<file path="src/rtl/gba_cart_pkg.sv">
`default_nettype none
// ============================================================================
// Package     : gba_cart_pkg
// Description : Shared types and constants for the game-pak bus sequencer.
//               Holds the FSM state and region enums, the region base bytes,
//               the WAITCNT field positions and small decode helpers.
// Revision    : 1.0 - initial release
// ============================================================================
package gba_cart_pkg;

   typedef enum logic [1:0] {
      IDLE   = 2'd0,
      ACC_LO = 2'd1,
      ACC_HI = 2'd2,
      DONE   = 2'd3
   } state_e;

   typedef enum logic [2:0] {
      WS0  = 3'd0,
      WS1  = 3'd1,
      WS2  = 3'd2,
      SRAM = 3'd3,
      NONE = 3'd4
   } region_e;

   // Each region spans two 16 MiB pages starting at these address bytes.
   localparam logic [7:0] C_WS0_BASE  = 8'h08;
   localparam logic [7:0] C_WS1_BASE  = 8'h0A;
   localparam logic [7:0] C_WS2_BASE  = 8'h0C;
   localparam logic [7:0] C_SRAM_BASE = 8'h0E;

   // WAITCNT field positions.
   localparam int C_SRAM_LSB = 0;
   localparam int C_WS0N_LSB = 2;
   localparam int C_WS0S_BIT = 4;
   localparam int C_WS1N_LSB = 5;
   localparam int C_WS1S_BIT = 7;
   localparam int C_WS2N_LSB = 8;
   localparam int C_WS2S_BIT = 10;

   // Address size encodings.
   localparam logic [1:0] C_SIZE_BYTE = 2'd0;
   localparam logic [1:0] C_SIZE_HALF = 2'd1;
   localparam logic [1:0] C_SIZE_WORD = 2'd2;

   // Two-bit N-wait field: 0..3 -> 4,3,2,8 cycles.
   function automatic logic [3:0] n_wait(input logic [1:0] field);
      logic [3:0] w;
      case (field)
         2'd0:    w = 4'd4;
         2'd1:    w = 4'd3;
         2'd2:    w = 4'd2;
         default: w = 4'd8;
      endcase
      return w;
   endfunction

   // Region from the top address byte; anything outside 0x08..0x0F is NONE.
   function automatic region_e region_of(input logic [31:0] a);
      region_e r;
      if      (a[31:25] == C_WS0_BASE[7:1])  r = WS0;
      else if (a[31:25] == C_WS1_BASE[7:1])  r = WS1;
      else if (a[31:25] == C_WS2_BASE[7:1])  r = WS2;
      else if (a[31:25] == C_SRAM_BASE[7:1]) r = SRAM;
      else                                   r = NONE;
      return r;
   endfunction

   // Byte lane of a 32-bit word selected by the low address bits.
   function automatic logic [7:0] byte_lane(input logic [31:0] d, input logic [1:0] sel);
      logic [7:0] b;
      case (sel)
         2'd0:    b = d[7:0];
         2'd1:    b = d[15:8];
         2'd2:    b = d[23:16];
         default: b = d[31:24];
      endcase
      return b;
   endfunction

endpackage
`default_nettype wire

</file>
<file path="src/rtl/gba_cart_bus_sequencer_if.sv">
`default_nettype none
// ============================================================================
// Interface   : gba_cart_bus_sequencer_if
// Description : CPU/DMA side of the game-pak access: request, address,
//               direction, size, write data, read data and the stall.
// Revision    : 1.0 - initial release
// ============================================================================
interface gba_cart_bus_sequencer_if;
   logic        req;
   logic [31:0] addr;
   logic        write;
   logic [1:0]  size;
   logic [31:0] wdata;
   logic [31:0] rdata;
   logic        pause;

   modport master (
      output req, addr, write, size, wdata,
      input  rdata, pause
   );

   modport slave (
      input  req, addr, write, size, wdata,
      output rdata, pause
   );
endinterface
`default_nettype wire

</file>
<file path="src/rtl/gba_cart_wait_lut.sv">
`default_nettype none
// ============================================================================
// Module      : gba_cart_wait_lut
// Description : Combinational wait-state lookup. Returns the number of wait
//               cycles for one halfword/byte in the given region, using the
//               N or S field of WAITCNT. SRAM always uses its single field.
// Revision    : 1.0 - initial release
// ============================================================================
module gba_cart_wait_lut
   import gba_cart_pkg::*;
(
   input  region_e     region_i,
   input  logic        seq_i,
   input  logic [15:0] waitcnt_i,
   output logic [3:0]  wait_o
);

   // Select the region field, S timing only when the access is sequential.
   always_comb begin
      wait_o = 4'd8;
      case (region_i)
         WS0:  wait_o = seq_i ? (waitcnt_i[C_WS0S_BIT] ? 4'd1 : 4'd2)
                              : n_wait(waitcnt_i[C_WS0N_LSB +: 2]);
         WS1:  wait_o = seq_i ? (waitcnt_i[C_WS1S_BIT] ? 4'd1 : 4'd4)
                              : n_wait(waitcnt_i[C_WS1N_LSB +: 2]);
         WS2:  wait_o = seq_i ? (waitcnt_i[C_WS2S_BIT] ? 4'd1 : 4'd8)
                              : n_wait(waitcnt_i[C_WS2N_LSB +: 2]);
         SRAM: wait_o = n_wait(waitcnt_i[C_SRAM_LSB +: 2]);
         default: wait_o = 4'd8;
      endcase
   end

endmodule
`default_nettype wire

</file>
<file path="src/rtl/gba_cart_bus_sequencer.sv">
`default_nettype none
// ============================================================================
// Module      : gba_cart_bus_sequencer
// Description : Sequences game-pak accesses on the 16-bit cartridge bus.
//               Applies WAITCNT N/S timing per region, splits 32-bit ROM
//               accesses into low/high halfwords, runs SRAM as 8-bit and
//               stalls the CPU/DMA until the data is valid.
// Revision    : 1.0 - initial release
// ============================================================================
module gba_cart_bus_sequencer
   import gba_cart_pkg::*;
#(
   parameter int ROM_BOUNDARY_BITS = 17,
   parameter bit SRAM_BYTE_ONLY    = 1'b1
)(
   input  logic                      clk_i,
   input  logic                      rst_b_i,
   gba_cart_bus_sequencer_if.slave   bus,
   input  logic [15:0]               waitcnt_i,
   output logic [31:0]               cart_addr_o,
   output logic                      cart_rd_o,
   output logic                      cart_wr_o,
   output logic [15:0]               cart_wdata_o,
   input  logic [15:0]               cart_rdata_i
);

   state_e      state_q, state_d;
   logic [3:0]  cnt_q, cnt_d;

   // Attributes of the access in flight, captured at its first edge.
   logic [31:0] acc_addr_q, acc_addr_d;
   logic [1:0]  acc_size_q, acc_size_d;
   logic        acc_write_q, acc_write_d;
   logic        acc_byte_q, acc_byte_d;
   region_e     acc_region_q, acc_region_d;
   logic [15:0] acc_wdata_hi_q, acc_wdata_hi_d;

   // Last completed access, for sequential eligibility.
   logic [31:0] last_addr_q, last_addr_d;
   logic        last_word_q, last_word_d;
   logic        last_write_q, last_write_d;
   region_e     last_region_q, last_region_d;
   logic        seq_valid_q, seq_valid_d;

   logic [31:0] rdata_q, rdata_d;
   logic [31:0] cart_addr_q, cart_addr_d;
   logic        cart_rd_q, cart_rd_d;
   logic        cart_wr_q, cart_wr_d;
   logic [15:0] cart_wdata_q, cart_wdata_d;

   region_e     w_region;
   logic        w_byte;
   logic        w_seq;
   logic [31:0] w_step;
   logic [3:0]  w_wait_first;
   logic [3:0]  w_wait_s;
   logic        w_split;
   logic [15:0] w_wdata_first;

   assign w_region = region_of(bus.addr);
   assign w_byte   = SRAM_BYTE_ONLY && (w_region == SRAM);
   assign w_step   = last_word_q ? 32'd4 : 32'd2;
   assign w_split  = (acc_size_q == C_SIZE_WORD) && !acc_byte_q;

   // Sequential only if nothing about the stream broke since the last access.
   assign w_seq = seq_valid_q
                  && (w_region != NONE)
                  && (w_region == last_region_q)
                  && (bus.write == last_write_q)
                  && (bus.addr == last_addr_q + w_step)
                  && (bus.addr[31:ROM_BOUNDARY_BITS] == last_addr_q[31:ROM_BOUNDARY_BITS]);

   // First halfword of the incoming request (N or S) and the second half (always S).
   gba_cart_wait_lut u_lut_first (
      .region_i  (w_region),
      .seq_i     (w_seq),
      .waitcnt_i (waitcnt_i),
      .wait_o    (w_wait_first)
   );

   gba_cart_wait_lut u_lut_s (
      .region_i  (acc_region_q),
      .seq_i     (1'b1),
      .waitcnt_i (waitcnt_i),
      .wait_o    (w_wait_s)
   );

   // Data driven on the pins for the first strobe of a write.
   always_comb begin
      if (w_byte)
         w_wdata_first = {8'h00, byte_lane(bus.wdata, bus.addr[1:0])};
      else if (bus.size == C_SIZE_WORD || !bus.addr[1])
         w_wdata_first = bus.wdata[15:0];
      else
         w_wdata_first = bus.wdata[31:16];
   end

   // State register.
   always_ff @(posedge clk_i or negedge rst_b_i) begin
      if (!rst_b_i) state_q <= IDLE;
      else          state_q <= state_d;
   end

   // Next state: a dropped request aborts any access phase immediately.
   always_comb begin
      state_d = state_q;
      case (state_q)
         IDLE:   if (bus.req) state_d = ACC_LO;
         ACC_LO: if (!bus.req)         state_d = IDLE;
                 else if (cnt_q == 4'd0) state_d = w_split ? ACC_HI : DONE;
         ACC_HI: if (!bus.req)         state_d = IDLE;
                 else if (cnt_q == 4'd0) state_d = DONE;
         DONE:   state_d = IDLE;
         default: state_d = IDLE;
      endcase
   end

   // Stall the requester until the single DONE cycle.
   always_comb begin
      bus.pause = bus.req && (state_q != DONE);
   end

   assign bus.rdata    = rdata_q;
   assign cart_addr_o  = cart_addr_q;
   assign cart_rd_o    = cart_rd_q;
   assign cart_wr_o    = cart_wr_q;
   assign cart_wdata_o = cart_wdata_q;

   // Datapath: wait counter, strobes, pin address, data assembly, last-access tracker.
   always_comb begin
      cnt_d          = cnt_q;
      acc_addr_d     = acc_addr_q;
      acc_size_d     = acc_size_q;
      acc_write_d    = acc_write_q;
      acc_byte_d     = acc_byte_q;
      acc_region_d   = acc_region_q;
      acc_wdata_hi_d = acc_wdata_hi_q;
      last_addr_d    = last_addr_q;
      last_word_d    = last_word_q;
      last_write_d   = last_write_q;
      last_region_d  = last_region_q;
      seq_valid_d    = seq_valid_q;
      rdata_d        = rdata_q;
      cart_addr_d    = cart_addr_q;
      cart_rd_d      = 1'b0;
      cart_wr_d      = 1'b0;
      cart_wdata_d   = cart_wdata_q;

      case (state_q)
         IDLE: begin
            if (bus.req) begin
               // Counter holds remaining waits after this one, so ACC_LO lasts W cycles.
               cnt_d          = w_wait_first - 4'd1;
               acc_addr_d     = bus.addr;
               acc_size_d     = bus.size;
               acc_write_d    = bus.write;
               acc_byte_d     = w_byte;
               acc_region_d   = w_region;
               acc_wdata_hi_d = bus.wdata[31:16];
               cart_addr_d    = w_byte ? bus.addr : {bus.addr[31:1], 1'b0};
               cart_rd_d      = !bus.write;
               cart_wr_d      = bus.write;
               cart_wdata_d   = w_wdata_first;
            end
         end

         ACC_LO: begin
            if (!bus.req) begin
               seq_valid_d = 1'b0;
            end else if (cnt_q != 4'd0) begin
               cnt_d = cnt_q - 4'd1;
            end else begin
               if (!acc_write_q) begin
                  if (acc_byte_q)   rdata_d = {4{cart_rdata_i[7:0]}};
                  else if (w_split) rdata_d = {rdata_q[31:16], cart_rdata_i};
                  else              rdata_d = {2{cart_rdata_i}};
               end
               if (w_split) begin
                  // High half has its own address cycle, so it costs 1 + S.
                  cnt_d        = w_wait_s;
                  cart_addr_d  = cart_addr_q + 32'd2;
                  cart_rd_d    = !acc_write_q;
                  cart_wr_d    = acc_write_q;
                  cart_wdata_d = acc_wdata_hi_q;
               end else begin
                  last_addr_d   = acc_addr_q;
                  last_word_d   = (acc_size_q == C_SIZE_WORD);
                  last_write_d  = acc_write_q;
                  last_region_d = acc_region_q;
                  seq_valid_d   = 1'b1;
               end
            end
         end

         ACC_HI: begin
            if (!bus.req) begin
               seq_valid_d = 1'b0;
            end else if (cnt_q != 4'd0) begin
               cnt_d = cnt_q - 4'd1;
            end else begin
               if (!acc_write_q) rdata_d = {cart_rdata_i, rdata_q[15:0]};
               last_addr_d   = acc_addr_q;
               last_word_d   = 1'b1;
               last_write_d  = acc_write_q;
               last_region_d = acc_region_q;
               seq_valid_d   = 1'b1;
            end
         end

         default: ;
      endcase
   end

   // Datapath registers; reset kills any strobe in flight.
   always_ff @(posedge clk_i or negedge rst_b_i) begin
      if (!rst_b_i) begin
         cnt_q          <= 4'd0;
         acc_addr_q     <= 32'd0;
         acc_size_q     <= 2'd0;
         acc_write_q    <= 1'b0;
         acc_byte_q     <= 1'b0;
         acc_region_q   <= NONE;
         acc_wdata_hi_q <= 16'd0;
         last_addr_q    <= 32'd0;
         last_word_q    <= 1'b0;
         last_write_q   <= 1'b0;
         last_region_q  <= NONE;
         seq_valid_q    <= 1'b0;
         rdata_q        <= 32'd0;
         cart_addr_q    <= 32'd0;
         cart_rd_q      <= 1'b0;
         cart_wr_q      <= 1'b0;
         cart_wdata_q   <= 16'd0;
      end else begin
         cnt_q          <= cnt_d;
         acc_addr_q     <= acc_addr_d;
         acc_size_q     <= acc_size_d;
         acc_write_q    <= acc_write_d;
         acc_byte_q     <= acc_byte_d;
         acc_region_q   <= acc_region_d;
         acc_wdata_hi_q <= acc_wdata_hi_d;
         last_addr_q    <= last_addr_d;
         last_word_q    <= last_word_d;
         last_write_q   <= last_write_d;
         last_region_q  <= last_region_d;
         seq_valid_q    <= seq_valid_d;
         rdata_q        <= rdata_d;
         cart_addr_q    <= cart_addr_d;
         cart_rd_q      <= cart_rd_d;
         cart_wr_q      <= cart_wr_d;
         cart_wdata_q   <= cart_wdata_d;
      end
   end

endmodule
`default_nettype wire

</file>
<file path="src/flat_wrapper.sv">
// flat-port wrapper written by rule: the top's interface ports become plain ports
module gba_cart_bus_sequencer_flat import gba_cart_pkg::*;
#(
   parameter int ROM_BOUNDARY_BITS = 17,
   parameter bit SRAM_BYTE_ONLY    = 1'b1
)
  (clk_i, rst_b_i, waitcnt_i, cart_addr_o, cart_rd_o, cart_wr_o, cart_wdata_o, cart_rdata_i, bus_req, bus_addr, bus_write, bus_size, bus_wdata, bus_rdata, bus_pause);
  gba_cart_bus_sequencer_if bus_i ();
  input  logic clk_i;
  input  logic rst_b_i;
  input  logic [15:0] waitcnt_i;
  output logic [31:0] cart_addr_o;
  output logic cart_rd_o;
  output logic cart_wr_o;
  output logic [15:0] cart_wdata_o;
  input  logic [15:0] cart_rdata_i;
  input wire logic [$bits(bus_i.req)-1:0] bus_req;
  input wire logic [$bits(bus_i.addr)-1:0] bus_addr;
  input wire logic [$bits(bus_i.write)-1:0] bus_write;
  input wire logic [$bits(bus_i.size)-1:0] bus_size;
  input wire logic [$bits(bus_i.wdata)-1:0] bus_wdata;
  output wire logic [$bits(bus_i.rdata)-1:0] bus_rdata;
  output wire logic [$bits(bus_i.pause)-1:0] bus_pause;
  assign bus_i.req = bus_req;
  assign bus_i.addr = bus_addr;
  assign bus_i.write = bus_write;
  assign bus_i.size = bus_size;
  assign bus_i.wdata = bus_wdata;
  assign bus_rdata = bus_i.rdata;
  assign bus_pause = bus_i.pause;
  gba_cart_bus_sequencer #(.ROM_BOUNDARY_BITS(ROM_BOUNDARY_BITS), .SRAM_BYTE_ONLY(SRAM_BYTE_ONLY)) u_core (.clk_i(clk_i), .rst_b_i(rst_b_i), .bus(bus_i), .waitcnt_i(waitcnt_i), .cart_addr_o(cart_addr_o), .cart_rd_o(cart_rd_o), .cart_wr_o(cart_wr_o), .cart_wdata_o(cart_wdata_o), .cart_rdata_i(cart_rdata_i));
endmodule
</file>
<file path="config.mk">
export PLATFORM = sky130hd
export DESIGN_NAME = gba_cart_bus_sequencer_flat
export DESIGN_NICKNAME = d
export VERILOG_FILES = /design/src/rtl/gba_cart_pkg.sv /design/src/rtl/gba_cart_bus_sequencer_if.sv /design/src/rtl/gba_cart_wait_lut.sv /design/src/rtl/gba_cart_bus_sequencer.sv /design/src/flat_wrapper.sv
export SDC_FILE = /design/constraint.sdc
export NUM_CORES = 1
export LEC_CHECK = 0
export ABC_AREA = 1
export CAP_MARGIN = 20
export CORE_MARGIN = 5
export CORE_UTILIZATION = 59
export DETAILED_ROUTE_END_ITERATION = 6
export MAX_ROUTING_LAYER = met4
export PLACE_DENSITY = 0.92
export SKIP_CTS_REPAIR_TIMING = 1
export SYNTH_ARGS = -nofsm -noshare
export SYNTH_HDL_FRONTEND = slang
export SYNTH_SLANG_ARGS = --single-unit
</file>
<file path="constraint.sdc">
create_clock -name clk_i -period 5.6 [get_ports clk_i]
set_input_delay 1.12 -clock clk_i [delete_from_list [all_inputs] [get_ports clk_i]]
set_output_delay 1.12 -clock clk_i [all_outputs]
set_load 0.01 [all_outputs]
</file>
==> flow_metrics.py, run 1 <==
metrics = {
    "outcome": {
        "status": "complete, no violations",
    },
    "worst_setup_path": {
        "crit_arrival_ns": 4.11,
        "worstPathRequired_ns": 5.96,
        "critPathTopFamily": "simple AND/OR/NAND/NOR gates",
        "path_max_fanout": 11,
        "crit_type": "primary input to flip-flop",
        "crit_path_end_kind": "flip-flop",
        "cp_slowest_cell": "clkdlybuf4s50_1",
        "path_cells": "clkdlybuf4s50_1, nand2_1, nor2_1, nand2_1, nand2_1, xor2_1, nand3_1, nor2_1, nand2_1, nor2_4, nand2_4, nand2_1, nand2_1, nand2_2, nand2_2, nor2_2, ha_1, a21oi_1, o21ai_0, o21ai_0",
        "cp-start-kind": "primary input",
        "slowest_delay_ns": 0.63,
        "crit_buf_inv": 1,
        "crit_top_cell": "nand2_1",
    },
    "clocking": {
        "cts_tree": "yes",
        "cts-root-buf": "clkbuf_16",
        "clk_pin_slew_ns": 0.08,
        "clock_sinks": 181,
        "cts.htree.levels": 4,
        "clock_latency_ns": 0.44,
        "cts_buffers": 17,
        "clk_path_buf_depth": 2,
    },
    "cells_and_area": {
        "final_cell_area_um2": 13870,
        "drive_above_1_share_pct": 5.206,
        "syn2layout_area_growth_pct": 23.36,
        "fin_nets": 1862,
    },
    "global_routing": {
        "grt_pass1_vias": 11090,
        "overflow": 0,
        "grt_max_degree": 80,
        "track_usage_pct": 32.20,
        "grt_pass1_wl_um": 55270,
        "antenna_found_initial": 1,
    },
    "power_and_ir_drop": {
        "leakage_nw": 6.705,
        "power.density_nw_per_um2": 499.4,
        "power_mw": 6.929,
        "irDropWorstVdd_mv": 0.3351,
    },
    "route": {
        "dr.pass1.iters": 5,
        "drt_first_iter_violations": 936,
        "remaining_drc_errors": 0,
        "dr_total_vias": 11300,
        "wl_per_cell_um": 17.26,
        "via_per_inst": 5.697,
        "postRouteAntennaNets": 0,
        "totalWireLength_um": 34220,
    },
    "timing": {
        "postLayoutSetupSlackWorst_ns": 1.847,
        "whs_ns": 0.4645,
        "rsz0062_at_grt": "no",
        "setup_viol": 0,
        "maxSlewHeadroom_pct": 23.08,
        "worst_slew_pin_slew_ns": 1.150,
        "period_share_pct": 67.01,
        "final_hold_viol_count": 0,
        "setup_tns_ns": 0,
        "skew_ns": 0.01274,
        "finalCriticalPeriod_ns": 3.753,
        "fmax_mhz": 266.5,
        "slew_viol_final": 0,
    },
    "placement": {
        "dp_hpwl_um": 25060,
        "pre_cts_slack_ns": 1.461,
        "io_buffers": 179,
        "place.gp.congestion": 1.002,
        "placed_cell_area_um2": 13210,
    },
    "logic_synthesis": {
        "ys_seq_area_share_pct": 40.29,
        "synth_seq_cells": 181,
        "yosys-top-cells-count": "nand2_1, inv_1, o21ai_0, dfrtp_1, nor2_1",
        "synth_edf_count": 0,
        "syn_area_um2": 11250,
        "async_flop_share_pct": 100.0,
        "synth_nets": 1706,
        "yosysUniqueCellTypes": 48,
        "synth.area.top_cells": "dfrtp_1, nand2_1, o21ai_0, inv_1, nor2_1",
        "syn_avg_cell_area_um2": 7.123,
        "yosysWarnings": 0,
        "yosysMostFrequentCell": "nand2_1",
        "yosys.area.top_type_share_pct": 39.83,
        "synthFlopType": "dfrtp_1",
        "syn_inst": 1579,
        "yosys.area.top_type": "dfrtp_1",
    },
    "die": {
        "initial_core_util_pct": 59.93,
        "pin_count": 185,
        "dieArea_um2": 21920,
        "fp.dieH_um": 148.1,
        "die_x_um": 148.1,
        "row_count": 50,
        "coreArea_um2": 18770,
    },
    "job": {
        "drv_cap": 0,
    },
    "min_path": {
        "hold_class": "flip-flop to flip-flop",
    },
}
==> cell usage in the layout (no fill, tap or decap), types with 5 or more instances in the layout <==
master,count
a21oi_1,58
a221oi_1,13
a22oi_1,11
buf_4,11
clkbuf_16,17
clkdlybuf4s50_1,178
dfrtp_1,179
ha_1,24
inv_1,205
nand2_1,476
nand2_2,12
nand3_1,72
nand4_1,22
nor2_1,102
nor2_2,9
nor2_4,9
nor3_1,14
o211ai_1,5
o21a_1,9
o21ai_0,203
o31ai_1,9
xnor2_1,9
xor2_1,38
==> layer usage <==
metal	track usage, %	routed length (um)	up-vias
met5	-	0	-
met4	14.64	1638	0
met3	6.977	2546	98
met2	52.57	16510	509
met1	38.53	13530	5297
li1	-	-	5394
==> cell type report <==
type                       count  area (um2)
inverter                     210       788.3
tap                          234       292.8
fill                        1496        4893
antenna                        1       2.502
clock buffer                  17       425.4
timing repair buffer         191        1891
clock inverter                15       219.0
multi-input combinational   1134        5724
sequential                   181        4532
==> flip-flops by register name, summed over array words and instances (netlist names), 2 cells and up <==
signal	flops
u_core.acc_addr_q	32
u_core.acc_region_q	3
u_core.acc_size_q	2
u_core.acc_wdata_hi_q	16
u_core.bus.rdata	32
u_core.cart_addr_o	32
u_core.cart_wdata_o	16
u_core.cnt_q	4
u_core.last_addr_q	32
u_core.last_region_q	3
u_core.state_q	2
==> through the flow <==
stage | util (%) | instances
after CTS | 73.83 | 1981
final | 73.93 | 1983
after global routing | 73.93 | 1983
after floorplan | - | 1579
after detailed placement | 70.40 | 1949
after global placement | 70.40 | 1949
==> where the power goes <==
group | switching, mW | internal, mW
logic | 1.88 | 1.28
registers | 0.537 | 1.92
clock network | 0.642 | 0.663
==> worst min-delay path, stage by stage, from the launching register on <==
cell and delay (ns):
dfrtp_1 0.35, nand2_1 0.05, nand2_1 0.05
==> cells by family (layout without fill, tap and decap cells) <==
family,Yosys count,count (layout),synth area share (%)
xor+xnor,47,47,3.660
compound gates,332,332,16.61
other cells,0,1,0
simple gates,730,730,27.76
flops,181,181,40.29
fa+ha+maj,25,25,2.848
buf+inv,264,433,8.833
==> path summary, 6_finish.rpt <==
kind / endpoint / startpoint / cells after the start / slack, ns
min reg2reg: u_core.last_addr_q[2] / u_core.acc_addr_q[2] / 2 / 0.46
max reg2reg: u_core.cnt_q[1] / u_core.last_word_q / 22 / 2.09
max in group asynchronous: u_core.acc_wdata_hi_q[12] / rst_b_i / 2 / 3.73
min: u_core.last_addr_q[2] / u_core.acc_addr_q[2] / 2 / 0.46
max: u_core.cnt_q[1] / bus_addr[26] / 20 / 1.85
min in group asynchronous: u_core.cart_addr_o[22] / rst_b_i / 1 / 0.72
Power figures use the tool's default switching activity.
==> run 2, diff against run 1 <==
--- a/config.mk
+++ b/config.mk
@@ -8,10 +8,10 @@
 export ABC_AREA = 1
 export CAP_MARGIN = 20
 export CORE_MARGIN = 5
-export CORE_UTILIZATION = 59
+export CORE_UTILIZATION = 49
 export DETAILED_ROUTE_END_ITERATION = 6
 export MAX_ROUTING_LAYER = met4
-export PLACE_DENSITY = 0.92
+export PLACE_DENSITY = 0.82
 export SKIP_CTS_REPAIR_TIMING = 1
 export SYNTH_ARGS = -nofsm -noshare
 export SYNTH_HDL_FRONTEND = slang
==> constraint.sdc (replaced) <==
create_clock -name clk_i -period 3 [get_ports clk_i]
set_input_delay 0.6 -clock clk_i [delete_from_list [all_inputs] [get_ports clk_i]]
set_output_delay 0.6 -clock clk_i [all_outputs]
set_load 0.01 [all_outputs]
==> flow_metrics.py, run 2 (synthesis gave the netlist of run 1 again) <==
metrics = {
    "outcome": {
        "status": "finished with violations",
        "violations": "setup timing",
    },
    "power_and_ir_drop": {
        "leakage_nw": 7.247,
        "power.density_nw_per_um2": 897.8,
        "power_mw": 13.41,
        "irDropWorstVdd_mv": 0.4444,
    },
    "timing": {
        "setup_viol": 4,
        "period_share_pct": 107.2,
        "postLayoutSetupSlackWorst_ns": -0.2157,
        "worst_slew_pin_slew_ns": 0.9636,
        "rsz0062_at_grt": "yes",
        "skew_ns": 0.02372,
        "finalCriticalPeriod_ns": 3.216,
        "final_hold_viol_count": 0,
        "setup_tns_ns": -0.7608,
        "fmax_mhz": 311.0,
        "slew_viol_final": 0,
        "maxSlewHeadroom_pct": 35.76,
    },
    "placement": {
        "dp_hpwl_um": 25980,
        "io_buffers": 179,
        "post-place-cells": 2102,
        "place.gp.congestion": 0.9721,
    },
    "worst_setup_path": {
        "cp_slowest_cell": "fa_2",
        "crit_arrival_ns": 3.58,
        "path_max_fanout": 7,
        "cp-start-kind": "flip-flop",
        "crit_path_end_kind": "flip-flop",
        "crit_buf_inv": 1,
        "critPathTopFamily": "simple AND/OR/NAND/NOR gates",
        "reg2regPathDepth": 20,
        "slowest_delay_ns": 0.58,
        "crit_cells": 20,
        "crit_type": "flip-flop to flip-flop",
        "path_cells": "ha_4, fa_2, nand2_1, nand2_1, nand2_1, nor2_1, nand3_1, nor2_1, nand3_1, nor2_1, nand2_1, nor2_4, nand2_4, a21oi_1, nand2_2, inv_1, ha_4, a21oi_2, o21ai_1, o21ai_1",
        "worstPathRequired_ns": 3.37,
        "crit_top_cell": "nand2_1",
    },
    "die": {
        "die_x_um": 161.5,
        "initial_core_util_pct": 49.68,
        "row_count": 55,
        "fp.dieH_um": 161.5,
        "dieArea_um2": 26080,
        "pin_count": 185,
        "coreArea_um2": 22640,
    },
    "cells_and_area": {
        "final_common_cell": "nand2_1",
        "syn2layout_area_growth_pct": 32.83,
        "fin_nets": 1966,
        "fin_util_pct": 65.99,
        "diodes": 0,
        "drive_above_1_share_pct": 12.26,
        "final_cell_mix": "nand2_1, inv_1, o21ai_0",
        "layoutNonFillerInstCount": 2137,
    },
    "global_routing": {
        "overflow": 0,
        "grt_pass1_vias": 11410,
        "track_usage_pct": 27.31,
        "antenna_found_initial": 0,
        "grt_max_degree": 104,
        "grt_pass1_wl_um": 56380,
    },
    "clocking": {
        "cts_tree": "yes",
        "clock_sinks": 181,
        "clk_pin_slew_ns": 0.10,
        "cts.htree.levels": 4,
        "clock_latency_ns": 0.46,
        "clk_path_buf_depth": 2,
        "cts-root-buf": "clkbuf_16",
        "cts_buffers": 17,
    },
    "route": {
        "totalWireLength_um": 34610,
        "postRouteAntennaNets": 0,
        "drt_first_iter_violations": 874,
        "wl_per_cell_um": 16.19,
        "dr_total_vias": 11420,
        "via_per_inst": 5.345,
        "dr.pass1.iters": 5,
        "remaining_drc_errors": 0,
    },
    "job": {
        "drv_cap": 0,
    },
    "min_path": {
        "hold_class": "primary input to asynchronous set/reset pin",
    },
}
run 2: path summary, 6_finish.rpt:
kind / slack (ns) / start / endpoint
max in group asynchronous: 2.09 / rst_b_i / u_core.acc_region_q[2]
setup / recovery: -0.22 / u_core.last_addr_q[1] / u_core.cnt_q[1]
setup reg to reg: -0.22 / u_core.last_addr_q[1] / u_core.cnt_q[1]
min in group clk_i: 0.48 / u_core.acc_addr_q[8] / u_core.last_addr_q[8]
hold / removal: 0.17 / rst_b_i / u_core.bus.rdata[0]
hold reg to reg: 0.48 / u_core.acc_addr_q[8] / u_core.last_addr_q[8]
run 2: layer usage:
layer  share of wire, %  global-route usage, %
met5                  0                      -
met1                 42                  34.56
met2                 49                  44.88
met3                7.7                  5.563
met4                2.0                  7.522
run 2: layout make-up:
type                            instances  area, um2
Clock buffer                           17      425.4
Clock inverter                         15      232.7
Fill cell                            1968       7701
Inverter                              210      788.3
Multi-Input combinational cell       1134       5889
Sequential cell                       181       4533
Tap cell                              285      356.6
Timing Repair Buffer                  295       2714
run 2: where the power goes:
part / switching [mW] / leakage (nW) / internal, mW
logic: 3.56 / 4.67 / 2.75
registers: 0.989 / 2.26 / 3.59
clock network: 1.31 / 0.319 / 1.21
run 2: through the flow:
step	worst slack, ns	cell area [um2]	hold WS (ns)
after CTS	-0.3178	14750	0.1827
after detailed placement	-0.3803	14090	0.4597
after global placement	-0.3233	14090	0.4494
final	-0.2157	14940	0.1741
after floorplan	0.07421	11250	0.3044
after global routing	-0.4027	14940	0.2214
run 2: worst reg2reg max path, delay by kind of cell (launching register included):
family | cells | cell delay [ns]
AND/OR/NAND/NOR | 12 | 1.20
adder cells (fa/ha/maj) | 3 | 0.97
AO/OA/AOI/OAI | 4 | 0.45
flip-flops | 1 | 0.42
buffers and inverters | 1 | 0.10
==> run 3, diff against run 2 <==
--- a/config.mk
+++ b/config.mk
@@ -13,6 +13,7 @@
 export MAX_ROUTING_LAYER = met4
 export PLACE_DENSITY = 0.82
 export SKIP_CTS_REPAIR_TIMING = 1
+export SLEW_MARGIN = 20
 export SYNTH_ARGS = -nofsm -noshare
 export SYNTH_HDL_FRONTEND = slang
 export SYNTH_SLANG_ARGS = --single-unit
==> results of run 3 <==
Same layout as run 2: the final DEF is identical, and so are final timing and power.
